## src/rtl/ltc2195_spi_config.sv

```systemverilog
// LTC2195 serial-register programmer: fixed A0-A4 start-up sequence, then host SPI bridge.
// Optional feature macro: LTC2195_READBACK_EN (reads A1-A4 back after init, flags init_err).
module ltc2195_spi_config #(
  parameter int         CLK_DIV = 4,
  parameter int         CS_GAP  = 8,
  parameter logic [7:0] REG_A1  = 8'h00,
  parameter logic [7:0] REG_A2  = 8'h01,
  parameter logic [7:0] REG_A3  = 8'h00,
  parameter logic [7:0] REG_A4  = 8'h00
) (
  input  logic       clk,
  input  logic       rst,
  input  logic       cmd_valid,
  output logic       cmd_ready,
  input  logic       cmd_rw,
  input  logic [6:0] cmd_addr,
  input  logic [7:0] cmd_wdata,
  output logic       rsp_valid,
  output logic [7:0] rsp_rdata,
  output logic       init_done,
  output logic       init_err,
  output logic       busy,
  output logic       scs,
  output logic       sck,
  output logic       sdo,
  input  logic       sdi
);

  typedef enum logic [2:0] {
    S_IDLE,
    S_LOAD,
    S_SETUP,
    S_HIGH,
    S_LOW,
    S_GAP
  } state_t;

`ifdef LTC2195_READBACK_EN
  localparam logic [3:0] LP_LAST = 4'd8;
`else
  localparam logic [3:0] LP_LAST = 4'd4;
`endif
  localparam logic [15:0] LP_DIV_LAST = 16'(CLK_DIV - 1);
  localparam logic [15:0] LP_GAP_LAST = 16'(CS_GAP - 1);

  state_t      r_state;
  state_t      w_next;
  logic [15:0] r_cnt;
  logic [3:0]  r_bit;
  logic [15:0] r_shift;
  logic [7:0]  r_rx;
  logic [3:0]  r_idx;
  logic        r_host;
  logic        r_rw;
  logic [6:0]  r_addr;
  logic [7:0]  r_wdata;
  logic        r_init_done;
  logic [7:0]  r_rsp_rdata;
  logic        r_scs;
  logic        r_sck;

  logic        w_phase_end;
  logic        w_frame_end;
  logic        w_in_frame;
  logic [15:0] w_init_word;
  logic [15:0] w_load_word;
`ifdef LTC2195_READBACK_EN
  logic [7:0]  w_rb_exp;
`endif

  always_comb begin
    w_phase_end = 1'b0;
    unique case (r_state)
      S_SETUP, S_HIGH, S_LOW: w_phase_end = (r_cnt == LP_DIV_LAST);
      S_GAP:                  w_phase_end = (r_cnt == LP_GAP_LAST);
      default:                w_phase_end = 1'b0;
    endcase
  end

  always_comb begin
    w_next = r_state;
    unique case (r_state)
      S_IDLE:  if (!r_init_done || cmd_valid) w_next = S_LOAD;
      S_LOAD:  w_next = S_SETUP;
      S_SETUP: if (w_phase_end) w_next = S_HIGH;
      S_HIGH:  if (w_phase_end) w_next = S_LOW;
      S_LOW: begin
        if (w_phase_end) w_next = (r_bit == 4'd0) ? S_GAP : S_HIGH;
      end
      S_GAP:   if (w_phase_end) w_next = S_IDLE;
      default: w_next = S_IDLE;
    endcase
  end

  // Start-up frames indexed by r_idx; readback frames follow A4 when enabled
  always_comb begin
    w_init_word = 16'h0080;
`ifdef LTC2195_READBACK_EN
    w_rb_exp = REG_A1;
`endif
    case (r_idx)
      4'd1: w_init_word = {8'h01, REG_A1};
      4'd2: w_init_word = {8'h02, REG_A2};
      4'd3: w_init_word = {8'h03, REG_A3};
      4'd4: w_init_word = {8'h04, REG_A4};
`ifdef LTC2195_READBACK_EN
      4'd5: w_init_word = 16'h8100;
      4'd6: begin
        w_init_word = 16'h8200;
        w_rb_exp    = REG_A2;
      end
      4'd7: begin
        w_init_word = 16'h8300;
        w_rb_exp    = REG_A3;
      end
      4'd8: begin
        w_init_word = 16'h8400;
        w_rb_exp    = REG_A4;
      end
`endif
      default: w_init_word = 16'h0080;
    endcase
  end

  assign w_load_word = r_host
    ? {r_rw, r_addr, (r_rw ? 8'h00 : r_wdata)}
    : w_init_word;

  assign w_frame_end = (r_state == S_GAP) && w_phase_end;
  assign w_in_frame  = (w_next == S_SETUP) ||
                       (w_next == S_HIGH)  ||
                       (w_next == S_LOW);

  always_ff @(posedge clk or posedge rst) begin
    if (rst) begin
      r_state     <= S_IDLE;
      r_cnt       <= '0;
      r_bit       <= '0;
      r_shift     <= '0;
      r_rx        <= '0;
      r_idx       <= '0;
      r_host      <= 1'b0;
      r_rw        <= 1'b0;
      r_addr      <= '0;
      r_wdata     <= '0;
      r_init_done <= 1'b0;
      r_rsp_rdata <= '0;
      r_scs       <= 1'b1;
      r_sck       <= 1'b0;
    end else begin
      r_state <= w_next;
      r_scs   <= !w_in_frame;
      r_sck   <= (w_next == S_HIGH);

      if (w_phase_end || r_state == S_IDLE || r_state == S_LOAD)
        r_cnt <= '0;
      else
        r_cnt <= r_cnt + 16'd1;

      if (r_state == S_IDLE && w_next == S_LOAD) begin
        r_host <= r_init_done;
        if (r_init_done) begin
          r_rw    <= cmd_rw;
          r_addr  <= cmd_addr;
          r_wdata <= cmd_wdata;
        end
      end

      if (r_state == S_LOAD) begin
        r_shift <= w_load_word;
        r_bit   <= 4'd15;
      end

      // sdo advances as sck falls; sdi is taken just before it falls
      if (r_state == S_HIGH && w_phase_end) begin
        r_shift <= {r_shift[14:0], 1'b0};
        if (r_bit <= 4'd7) r_rx <= {r_rx[6:0], sdi};
      end

      if (r_state == S_LOW && w_phase_end)
        r_bit <= r_bit - 4'd1;

      if (r_state == S_LOW && w_next == S_GAP && r_host)
        r_rsp_rdata <= r_rw ? r_rx : 8'h00;

      if (w_frame_end && !r_host) begin
        if (r_idx == LP_LAST) r_init_done <= 1'b1;
        else                  r_idx <= r_idx + 4'd1;
      end
    end
  end

`ifdef LTC2195_READBACK_EN
  logic r_init_err;

  always_ff @(posedge clk or posedge rst) begin
    if (rst) begin
      r_init_err <= 1'b0;
    end else if (w_frame_end && !r_host && r_idx >= 4'd5) begin
      if (r_rx != w_rb_exp) r_init_err <= 1'b1;
    end
  end

  assign init_err = r_init_err;
`else
  assign init_err = 1'b0;
`endif

  assign cmd_ready = (r_state == S_IDLE) && r_init_done;
  assign busy      = (r_state != S_IDLE);
  assign rsp_valid = w_frame_end && r_host;
  assign rsp_rdata = r_rsp_rdata;
  assign init_done = r_init_done;
  assign scs       = r_scs;
  assign sck       = r_sck;
  assign sdo       = r_shift[15];

endmodule

```

## config.mk

```make
export PLATFORM = sky130hd
export DESIGN_NAME = ltc2195_spi_config
export DESIGN_NICKNAME = d
export VERILOG_FILES = /design/src/rtl/ltc2195_spi_config.sv
export SDC_FILE = /design/constraint.sdc
export NUM_CORES = 1
export LEC_CHECK = 0
export ABC_AREA = 1
export CORE_MARGIN = 8
export CORE_UTILIZATION = 24
export CTS_BUF_LIST = sky130_fd_sc_hd__clkbuf_16
export CTS_CLUSTER_DIAMETER = 30
export DETAILED_ROUTE_END_ITERATION = 7
export MAX_ROUTING_LAYER = met4
export PLACE_DENSITY = 0.44
export REMOVE_ABC_BUFFERS = 1
export SLEW_MARGIN = 20
export SYNTH_ARGS = -nofsm -noshare
export SYNTH_HDL_FRONTEND = slang
export SYNTH_SLANG_ARGS = --single-unit
```

## constraint.sdc

```tcl
create_clock -name clk -period 2.3 [get_ports clk]
set_input_delay 0.46 -clock clk [delete_from_list [all_inputs] [get_ports clk]]
set_output_delay 0.46 -clock clk [all_outputs]
set_load 0.01 [all_outputs]
```

==> results_dict.tcl, run 1 <==
set metrics [dict create \
    run_status "completed" \
    most_used_routing_layer "met2" \
    holdCritStartpoint "rsp_rdata[4]$_DFFE_PP0P_" \
    die_width_microns 144 \
    final_clock_period_utilization_by_the_worst_path 0.946 \
    yosys.cell_count.top_type "sky130_fd_sc_hd__dfrtp_1" \
    clock_tree.htree_level_count 3 \
    synth-xor-area-share 0.0224 \
    synth_seq_cells 79 \
    max_freq_mhz 460 \
    placer_s_final_routability_congestion_estimate 0.845 \
    type_of_the_worst_setup_path "reg -> out" \
    antenna_cells_inserted 0 \
    drtAntennaViolNets 0 \
    crit_slowest_cell "sky130_fd_sc_hd__dfrtp_1" \
    worst_setup_path_start_kind "flip-flop" \
    max_cap_viol_count 0 \
    vias_per_std_cell 4.12 \
    cts_num_sinks 79 \
    min-delay-path-class "reg -> reg" \
    drt-wirelength-per-cell_microns 12.2 \
    start_util 0.246 \
    period_minus_slack_ns 2.17 \
    syn2layout_area_growth_pct 26.8 \
    synth_edf_count 0 \
    remaining_design_rule_violation_count 0 \
    worst_r2r_endpoint "r_shift[10]$_DFFE_PP0P_" \
    global_route_wire_length_before_repair_mm 14.8 \
    crit_path_cell_trace "ha_2 > inv_1 > nor2_2 > nand2_1 > nor2_2 > nand3_2 > nor2_4 > inv_1 > nor2_2 > buf_2" \
    grt_residual_overflow 0 \
    worst_setup_hold_path_clk_slew_ns 0.06 \
    fin_area_sq_um 4970 \
    grt_start_max_net_pins 80 \
    dp_hpwl_mm 6.29 \
    cts_setup_buffers 0 \
    core_region_area_sq_um 15900 \
    pre_cts_ws_ns -0.0419 \
    floorplan.die_area_sq_um 20700 \
    yosysUniqueCellTypes 39 \
    finalHoldViolations 0 \
    drt_pre_antenna_iters 4 \
    share_of_final_layout_standard_cells_stronger_than_drive_strength_1 0.200 \
    hold_path_end "rsp_rdata[4]$_DFFE_PP0P_" \
    combinational_family_with_the_most_area_after_synthesis "simple AND/OR/NAND/NOR gates" \
    setup-violations-final 0 \
    gr-usage-met1 0.116 \
    synth_top_cells_by_area "sky130_fd_sc_hd__dfrtp_1 (50%), sky130_fd_sc_hd__nand2_1 (7.4%), sky130_fd_sc_hd__mux2_2 (6.6%)" \
    drt_iter0_markers 115 \
    tritoncts "yes" \
    reg_to_reg_setup_timing_slack_ns 0.33 \
    ys.flop_type "sky130_fd_sc_hd__dfrtp_1" \
    unrepaired_setup_endpoints_after_global_routing "yes" \
    number_of_antenna_violations_at_the_first_check_in_global_routing 0 \
    max-vdd-ir-drop_uv 350 \
    route.final.wire_length_mm 8.61 \
    placedInstanceArea_sq_um 4680 \
    totalNegativeSetupSlack_ns 0 \
    synth.cells.most_frequent "sky130_fd_sc_hd__dfrtp_1 (78), sky130_fd_sc_hd__nand2_1 (77), sky130_fd_sc_hd__inv_1 (68)" \
    floorplan.io_pins 36 \
    finalPower_uw 2760 \
    die_height_microns 144 \
    via_count 2910 \
    rr_worst_depth 10 \
    total_leakage_power_uw 0.00241 \
    synth-compound-area-share 0.0888 \
    async_flop_share 1.00 \
    timing.clock.skew_ns 0.0101 \
    synth.cell_area_sq_um 3920 \
    timing.critical_path.required_ns 1.84 \
    port_buffers 34 \
    grt_usage 0.0935 \
    path_common_cell "sky130_fd_sc_hd__nor2_2" \
    syn_inst 423 \
    synth-warning-count 0 \
    final.setup.worst_slack_ns 0.125 \
    globalRouteMet2Util 0.145 \
    grt_pass1_vias 3014 \
    crit_path_max_incr_delay_ns 0.35 \
    holdBufCountCts 0 \
    grt.met3_usage 0.0226 \
    cell_at_the_root_of_the_clock_tree "sky130_fd_sc_hd__clkbuf_16" \
    synth_top_area_share 0.498 \
    finish.net_count 511 \
    yosys.area_share.adder 0.0192 \
    cts-buffers-inserted 9 \
    crit_arrival_ns 1.71 \
    worstPathBufferInverterCount 3 \
    power_per_cell_area_nw_per_um2 556 \
    cts_max_path_buffers 2 \
    clock_insertion_delay_worst_skew_ns 0.34 \
    worst_path_dominant_cell_family "simple AND/OR/NAND/NOR gates" \
    ys_seq_area_frac 0.505 \
    fp-row-count 46 \
    synth_top_area_cell "sky130_fd_sc_hd__dfrtp_1" \
    worstReg2RegStart "r_cnt[0]$_DFF_PP0_" \
    final-max-slew-violation-count 0 \
    hold_depth 2 \
    synthesis.area_per_instance_sq_um 9.26 \
    timing.critical_path.fanout_max 2 \
    synth.area.mux_share 0.0661 \
    endpoint_kind "output pin" \
    yosys.area_share.simple 0.218 \
]
-- worst min-delay path: stages, from the launching register on --
cell                      delay [ns]
sky130_fd_sc_hd__dfrtp_1        0.34
sky130_fd_sc_hd__nand2_1        0.05
sky130_fd_sc_hd__nand2_1        0.04
-- timing repair --
item / 4_1_cts / 5_1_grt
resized for setup: 8 / 5
setup endpoints to repair: 3 / 2
pin swaps: 0 / 2
cloned: 0 / 0
-- final cells by class --
class                           instances  area (sq um)
Clock buffer                            9           225
Clock inverter                          7          41.3
Fill cell                            1647         11000
Inverter                               72           272
Multi-Input combinational cell        266          1650
Sequential cell                        79          1980
Tap cell                              216           270
Timing Repair Buffer                   57           534
-- per-layer routing --
metal / wire length [microns] / up-vias
li1: - / 1487
met1: 4170 / 1372
met2: 4060 / 39
met3: 242 / 12
met4: 133 / 0
met5: 0 / -
-- logic make-up after synthesis --
| group | Yosys count |
|---|---|
| simple gates | 174 |
| buf+inv | 78 |
| xor+xnor | 10 |
| compound gates | 52 |
| flops | 79 |
| other cells | 1 |
| fa+ha+maj | 6 |
| mux | 23 |
-- worst max path at each step --
stage | depth (start not counted) | end | startpoint | slack, ns
finish | 10 | rsp_valid | r_cnt[0]$_DFF_PP0_ | 0.13
global route | 10 | rsp_valid | r_cnt[0]$_DFF_PP0_ | -0.01
CTS | 10 | rsp_valid | r_cnt[0]$_DFF_PP0_ | 0.005
detailed placement | 10 | rsp_valid | r_cnt[0]$_DFF_PP0_ | -0.04
global placement | 10 | rsp_valid | r_cnt[0]$_DFF_PP0_ | 0.005
floorplan | 1 | init_done$_DFFE_PP0P_ | rst | -0.18
-- placed cells by master (no fill, tap or decap), types with 2 or more instances in the layout --
cell type and instances:
sky130_fd_sc_hd__xor2_1 9, sky130_fd_sc_hd__nand2_4 4, sky130_fd_sc_hd__nor2_1 36, sky130_fd_sc_hd__o21ai_1 2, sky130_fd_sc_hd__nand3_4 2, sky130_fd_sc_hd__ha_1 5
sky130_fd_sc_hd__nor2_2 6, sky130_fd_sc_hd__inv_1 69, sky130_fd_sc_hd__nor4_1 3, sky130_fd_sc_hd__clkdlybuf4s50_1 31, sky130_fd_sc_hd__nor3_1 6, sky130_fd_sc_hd__o21ai_0 15
sky130_fd_sc_hd__nand2_1 77, sky130_fd_sc_hd__clkinvlp_4 2, sky130_fd_sc_hd__clkbuf_16 9, sky130_fd_sc_hd__buf_12 2, sky130_fd_sc_hd__buf_4 21, sky130_fd_sc_hd__o22ai_1 3
sky130_fd_sc_hd__nand3_2 3, sky130_fd_sc_hd__nand4_1 2, sky130_fd_sc_hd__a31oi_1 2, sky130_fd_sc_hd__a21oi_1 11, sky130_fd_sc_hd__nand3_1 21, sky130_fd_sc_hd__clkinv_2 3
sky130_fd_sc_hd__nor2_4 4, sky130_fd_sc_hd__o211ai_1 3, sky130_fd_sc_hd__dfrtp_1 78, sky130_fd_sc_hd__a21oi_4 2, sky130_fd_sc_hd__inv_2 4, sky130_fd_sc_hd__nand2_2 6
sky130_fd_sc_hd__o221ai_1 12, sky130_fd_sc_hd__mux2_2 23
-- sequential cells by signal (all words and copies together), names as in the netlist, 3 cells and up --
register / count
r_addr: 7
r_bit: 4
r_cnt: 16
r_idx: 4
r_rx: 8
r_shift: 16
r_state: 3
r_wdata: 8
rsp_rdata: 8
-- through the flow --
step | hold slack [ns] | util | std cells
CTS | 0.475 | 0.311 | 706
global route | 0.493 | 0.312 | 706
finish | 0.470 | 0.312 | 706
floorplan | 0.433 | - | 417
global placement | 0.463 | 0.294 | 690
detailed placement | 0.459 | 0.294 | 690
-- report_power, final --
group	switching [uW]	internal [uW]	total [uW]	leakage [uW]
registers	0.617	1390	1390	0.00107
logic	33.2	32.5	65.7	0.00121
clock network	583	723	1310	0.000134
total	616	2150	2760	0.00241
Note: power is estimated with default switching activity, not from simulation.
==> inputs of run 2 (changes only) <==
- CTS_CLUSTER_DIAMETER: 30 -> 60
- PLACE_DENSITY: 0.44 -> 0.43
- clock period: 2.3 -> 2.55 ns (I/O delays scaled with it)
==> run 2 against run 1 <==
Die area did not move; critical endpoint is now cmd_ready; clock skew decreased by 0.0025 ns; highest routed layer unchanged; cell count decreased by 1.7%; core utilization shrank 0.19 points; flip-flop and latch count unchanged; largest cell class unchanged.
==> results_dict.tcl, run 2 (synthesis gave the netlist of run 1 again) <==
set metrics [dict create \
    max_freq_mhz 426 \
    total_leakage_power_uw 0.00239 \
    drt_iter0_markers 120 \
    fin_area_sq_um 4940 \
    cell_count_final_fillers_out 694 \
    type_of_the_worst_setup_path "reg -> out" \
    min-delay-path-class "reg -> reg" \
    syn2layout_area_growth_pct 26.0 \
    global_route_wire_length_before_repair_mm 14.8 \
    max-vdd-ir-drop_uv 359 \
    crit_path_cell_trace "nor2_2 > inv_1 > nor2_2 > inv_1 > nor2_1 > clkdlybuf4s50_1" \
    grt_usage 0.0928 \
    tritoncts "yes" \
    via_count 2861 \
    final-max-slew-violation-count 0 \
    timing.critical_path.required_ns 2.04 \
    layout.cells.most_common_list "sky130_fd_sc_hd__dfrtp_1 (78), sky130_fd_sc_hd__nand2_1 (77), sky130_fd_sc_hd__inv_1 (68), sky130_fd_sc_hd__nor2_1 (37), sky130_fd_sc_hd__clkdlybuf4s50_1 (33)" \
    top_regs "r_cnt: 16 flops, r_shift: 16 flops" \
    clock_insertion_delay_worst_skew_ns 0.33 \
    die_height_microns 144 \
    commonest_non_fill_non_tap_cell_in_the_layout "sky130_fd_sc_hd__dfrtp_1" \
    worst_setup_hold_path_clk_slew_ns 0.06 \
    endpoint_kind "output pin" \
    cts_max_path_buffers 2 \
    start_util 0.246 \
    placedInstanceArea_sq_um 4580 \
    fp-row-count 46 \
    timing.critical_path.fanout_max 4 \
    vias_per_std_cell 4.12 \
    number_of_antenna_violations_at_the_first_check_in_global_routing 0 \
    worstMarginPinSlew_ns 0.688 \
    crit_arrival_ns 1.84 \
    setup-violations-final 0 \
    core_region_area_sq_um 15900 \
    cts_setup_buffers 0 \
    power_per_cell_area_nw_per_um2 566 \
    antenna_cells_inserted 0 \
    grt_start_max_net_pins 80 \
    drtAntennaViolNets 0 \
    grt_pass1_vias 2998 \
    finalPower_uw 2790 \
    grt_residual_overflow 0 \
    finish.net_count 499 \
    cts-buffers-inserted 9 \
    share_of_final_layout_standard_cells_stronger_than_drive_strength_1 0.178 \
    cts_num_sinks 79 \
    worst_setup_path_start_kind "flip-flop" \
    cell_at_the_root_of_the_clock_tree "sky130_fd_sc_hd__clkbuf_16" \
    timing.clock.skew_ns 0.00756 \
    floorplan.io_pins 36 \
    floorplan.die_area_sq_um 20700 \
    dp_hpwl_mm 6.18 \
    drt_pre_antenna_iters 4 \
    run_status "completed" \
    final_clock_period_utilization_by_the_worst_path 0.920 \
    unrepaired_setup_endpoints_after_global_routing "no" \
    placer_s_final_routability_congestion_estimate 0.802 \
    remaining_design_rule_violation_count 0 \
    port_buffers 34 \
    reg_to_reg_setup_timing_slack_ns 0.54 \
    worst_slew_margin_rel 0.538 \
    max_cap_viol_count 0 \
    multi_input_area_sq_um 1640 \
    die_width_microns 144 \
    sequential_cell_area_sq_um 1980 \
    place_inst 678 \
    finalHoldViolations 0 \
    crit_path_max_incr_delay_ns 0.55 \
    route.final.wire_length_mm 8.37 \
    clock_tree.htree_level_count 3 \
    crit_slowest_cell "sky130_fd_sc_hd__clkdlybuf4s50_1" \
    drt-wirelength-per-cell_microns 12.1 \
    period_minus_slack_ns 2.35 \
    totalNegativeSetupSlack_ns 0 \
    fillCellCount 1673 \
]
-- run 2: cell types whose count changed in the layout (fill, tap and decap cells not counted), sizes merged --
cell / before / now
clkbuf: 9 / 10
buf: 24 / 11
inv: 74 / 73
dlymetal6s2s: 1 / 0
bufinv: 0 / 3
dlygate4sd2: 1 / 0
clkdlybuf4s50: 31 / 33
clkinvlp: 2 / 0
-- run 2: metrics by stage --
| stage | hold slack (ns) | util | setup slack [ns] |
|---|---|---|---|
| floorplan | 0.433 | - | 0.0183 |
| global placement | 0.446 | 0.287 | 0.0885 |
| detailed placement | 0.458 | 0.287 | 0.102 |
| CTS | 0.466 | 0.309 | 0.0421 |
| global route | 0.485 | 0.310 | 0.0329 |
| finish | 0.462 | 0.310 | 0.205 |
-- run 2: cell type report --
| cell class | instances | share of cell area |
|---|---|---|
| clock inverters | 7 | 0.0243 |
| multi-input cells | 266 | 0.332 |
| flip-flops and latches | 79 | 0.401 |
| well taps | 216 | 0.0547 |
| clock buffers | 9 | 0.0456 |
| repair buffers | 45 | 0.0872 |
| inverters | 72 | 0.0550 |
-- run 2: report_power, final --
part / switching [uW] / internal [uW]
logic: 29.3 / 29.3
clock network: 521 / 960
registers: 0.579 / 1250
total: 551 / 2240
-- run 2: routing by layer --
layer / vias to the layer above / part of all wire / GRT usage
li1: 1472 / - / -
met1: 1336 / 0.49 / 0.118
met2: 44 / 0.47 / 0.143
met3: 9 / 0.029 / 0.0212
met4: 0 / 0.015 / 0.0315
met5: - / 0 / -
-- run 2: critical path: cells and delay by family (launching register included) --
kind	cells	cell delay (ns)
buffers and inverters	3	0.69
DFF	1	0.42
and+or+nand+nor	3	0.39
-- run 2: repair_timing --
action	4_1_cts	5_1_grt
pin swaps	0	0
hold buffers	0	0
resized for setup	3	5
endpoints found under the setup margin	1	2
-- run 2: final timing paths --
kind / from / end / cells after the start
worst max-delay path: r_state[1]$_DFF_PP0_ / cmd_ready / 6
worst min-delay path: r_cnt[0]$_DFF_PP0_ / r_cnt[0]$_DFF_PP0_ / 1
worst max register to register: r_cnt[0]$_DFF_PP0_ / rsp_rdata[7]$_DFFE_PP0P_ / 11
worst min register to register: r_cnt[0]$_DFF_PP0_ / r_cnt[0]$_DFF_PP0_ / 1
max in group asynchronous: rst / scs$_DFF_PP1_ / 3
min in group asynchronous: rst / r_rx[0]$_DFFE_PP0P_ / 3
==> inputs of run 3 (changes only) <==
- DONT_BUFFER_PORTS: not set -> 1
- PLACE_DENSITY: 0.43 -> 0.4
- SLEW_MARGIN: 20 -> 30
==> run 3 against run 2 <==
Hold slack worse by 0.39 ns; sequential power hardly changed; cell area is 9.8% lower; wire length is 0.25% higher; flip-flop and latch count stayed put; first-iteration DRC count is 54% higher; critical path depth is 3 higher; sequential share of layout area is 4.4 points higher; fmax is 0.13% higher; register-to-register slack better by 0.04 ns; via count is 5.5% lower; critical endpoint is now rsp_valid; largest cell class unchanged; largest power group is now registers.
==> results_dict.tcl, run 3 (synthesis gave the netlist of run 1 again) <==
set metrics [dict create \
    period_minus_slack_ns 2.34 \
    max_cap_viol_count 0 \
    cts_setup_buffers 0 \
    grt_start_max_net_pins 50 \
    top_regs "r_cnt: 16 flops, r_shift: 16 flops" \
    crit_path_max_incr_delay_ns 0.37 \
    power.switching_uw 575 \
    grt_usage 0.0938 \
    worst_setup_hold_path_clk_slew_ns 0.06 \
    power_per_cell_area_nw_per_um2 560 \
    worst_r2r_endpoint "rsp_rdata[3]$_DFFE_PP0P_" \
    setup-violations-final 0 \
    worst_path_dominant_cell_family "simple AND/OR/NAND/NOR gates" \
    core_region_area_sq_um 15900 \
    port_buffers 0 \
    max-vdd-ir-drop_uv 227 \
    intPower_uw 1920 \
    cell_at_the_root_of_the_clock_tree "sky130_fd_sc_hd__clkbuf_16" \
    final_clock_period_utilization_by_the_worst_path 0.918 \
    antenna_cells_inserted 0 \
    switching_share 0.231 \
    worst_slew_margin_rel 0.579 \
    clock_power_share 0.485 \
    cell_count_final_fillers_out 651 \
    worst_setup_path_start_kind "flip-flop" \
    critical_path_depth 9 \
    die_height_microns 144 \
    cts_max_path_buffers 2 \
    global_route_wire_length_before_repair_mm 14.4 \
    placer_s_final_routability_congestion_estimate 0.776 \
    syn2layout_area_growth_pct 13.6 \
    fp-row-count 46 \
    die_width_microns 144 \
    clock_insertion_delay_worst_skew_ns 0.35 \
    layout.cells.most_common_list "sky130_fd_sc_hd__dfrtp_1 (78), sky130_fd_sc_hd__nand2_1 (77), sky130_fd_sc_hd__inv_1 (68), sky130_fd_sc_hd__nor2_1 (39), sky130_fd_sc_hd__mux2_2 (23)" \
    dp_hpwl_mm 6.14 \
    finalPower_uw 2490 \
    final.hold.worst_slack_ns 0.0728 \
    rr_worst_depth 10 \
    route.final.wire_length_mm 8.39 \
    commonest_non_fill_non_tap_cell_in_the_layout "sky130_fd_sc_hd__dfrtp_1" \
    number_of_antenna_violations_at_the_first_check_in_global_routing 0 \
    start_util 0.246 \
    share_of_final_layout_standard_cells_stronger_than_drive_strength_1 0.168 \
    worstMarginPinSlew_ns 0.627 \
    crit_arrival_ns 1.83 \
    floorplan.die_area_sq_um 20700 \
    finalCoreUtilization 0.279 \
    timing.critical_path.fanout_max 4 \
    tritoncts "yes" \
    worst_setup_path_endpoint "rsp_valid" \
    cts-buffers-inserted 9 \
    totalNegativeSetupSlack_ns 0 \
    grt_residual_overflow 0 \
    finalHoldViolations 0 \
    drt_iter0_markers 185 \
    floorplan.io_pins 36 \
    reg_to_reg_setup_timing_slack_ns 0.58 \
    cts_num_sinks 79 \
    drt-wirelength-per-cell_microns 12.9 \
    timing.critical_path.required_ns 2.04 \
    vias_per_std_cell 4.15 \
    drt_pre_antenna_iters 6 \
    place_inst 635 \
    total_leakage_power_uw 0.00218 \
    max_freq_mhz 427 \
    unrepaired_setup_endpoints_after_global_routing "no" \
    run_status "completed" \
    holdBufCountCts 0 \
    share_seq_of_total_power 0.503 \
    min-delay-path-class "in -> async" \
    via_count 2703 \
    worstPathBufferInverterCount 2 \
    remaining_design_rule_violation_count 0 \
    post_cts_resize_count 0 \
    timing.critical_path.from "r_cnt[0]$_DFF_PP0_" \
    final-max-slew-violation-count 0 \
    finish.net_count 456 \
    drtAntennaViolNets 0 \
    endpoint_kind "output pin" \
    type_of_the_worst_setup_path "reg -> out" \
    timing.clock.skew_ns 0.00562 \
    share_comb_of_total_power 0.012 \
    crit_path_cell_trace "ha_1 > inv_1 > nor2_1 > nand2_1 > nor2_1 > nand3_2 > nor2_2 > inv_1 > nor2_2" \
    grt_pass1_vias 2832 \
    crit_slowest_cell "sky130_fd_sc_hd__dfrtp_1" \
    worstReg2RegStart "r_cnt[0]$_DFF_PP0_" \
    clock_tree.htree_level_count 3 \
]
[run 3: worst reg2reg max path, cell delays in order, from the launching register on]
cell and delay (ns):
sky130_fd_sc_hd__dfrtp_1 0.37, sky130_fd_sc_hd__ha_1 0.21, sky130_fd_sc_hd__nand2_1 0.07, sky130_fd_sc_hd__nor2_1 0.13, sky130_fd_sc_hd__nand2_2 0.08, sky130_fd_sc_hd__nor2_4 0.20
sky130_fd_sc_hd__nand3_4 0.18, sky130_fd_sc_hd__a21oi_4 0.35, sky130_fd_sc_hd__nand2_4 0.13, sky130_fd_sc_hd__nand2_1 0.08, sky130_fd_sc_hd__nand2_1 0.05
[run 3: per-layer routing]
layer,vias to the layer above,global-route usage,wire [microns]
li1,1389,-,-
met1,1263,0.116,4110
met2,38,0.138,3800
met3,13,0.0252,298
met4,0,0.0481,191
met5,-,-,0
[run 3: final cells by class]
type                       instances  area [sq um]
clock inverter                     7          47.5
clock buffer                       9           225
sequential                        79          1980
multi-input combinational        266          1630
inverter                          72           272
fill                            1731         11500
timing repair buffer               2          27.5
tap                              216           270
[run 3: stage by stage]
step / setup WS [ns] / cell area [sq um]
floorplan: 0.0183 / 3870
global placement: 0.492 / 4170
detailed placement: 0.418 / 4170
CTS: 0.0352 / 4450
global route: 0.0144 / 4450
finish: 0.208 / 4450
[run 3: worst min path at each step]
stage	depth (start not counted)	to	slack (ns)
after floorplan	1	r_cnt[0]$_DFF_PP0_	0.43
after global placement	1	r_cnt[0]$_DFF_PP0_	0.44
after detailed placement	1	r_cnt[0]$_DFF_PP0_	0.46
after CTS	1	r_rw$_DFFE_PP0P_	0.09
after global routing	1	r_rx[0]$_DFFE_PP0P_	0.11
final	1	r_rw$_DFFE_PP0P_	0.07
[run 3: power by group through the flow]
stage               Combinational (uW)  Clock (uW)  Sequential (uW)
global placement                  32.2           0             1280
CTS                               32.9        1260             1250
finish                            29.4        1210             1250
floorplan                         19.8           0             1280
detailed placement                32.3           0             1280
global route                      36.0        1320             1250
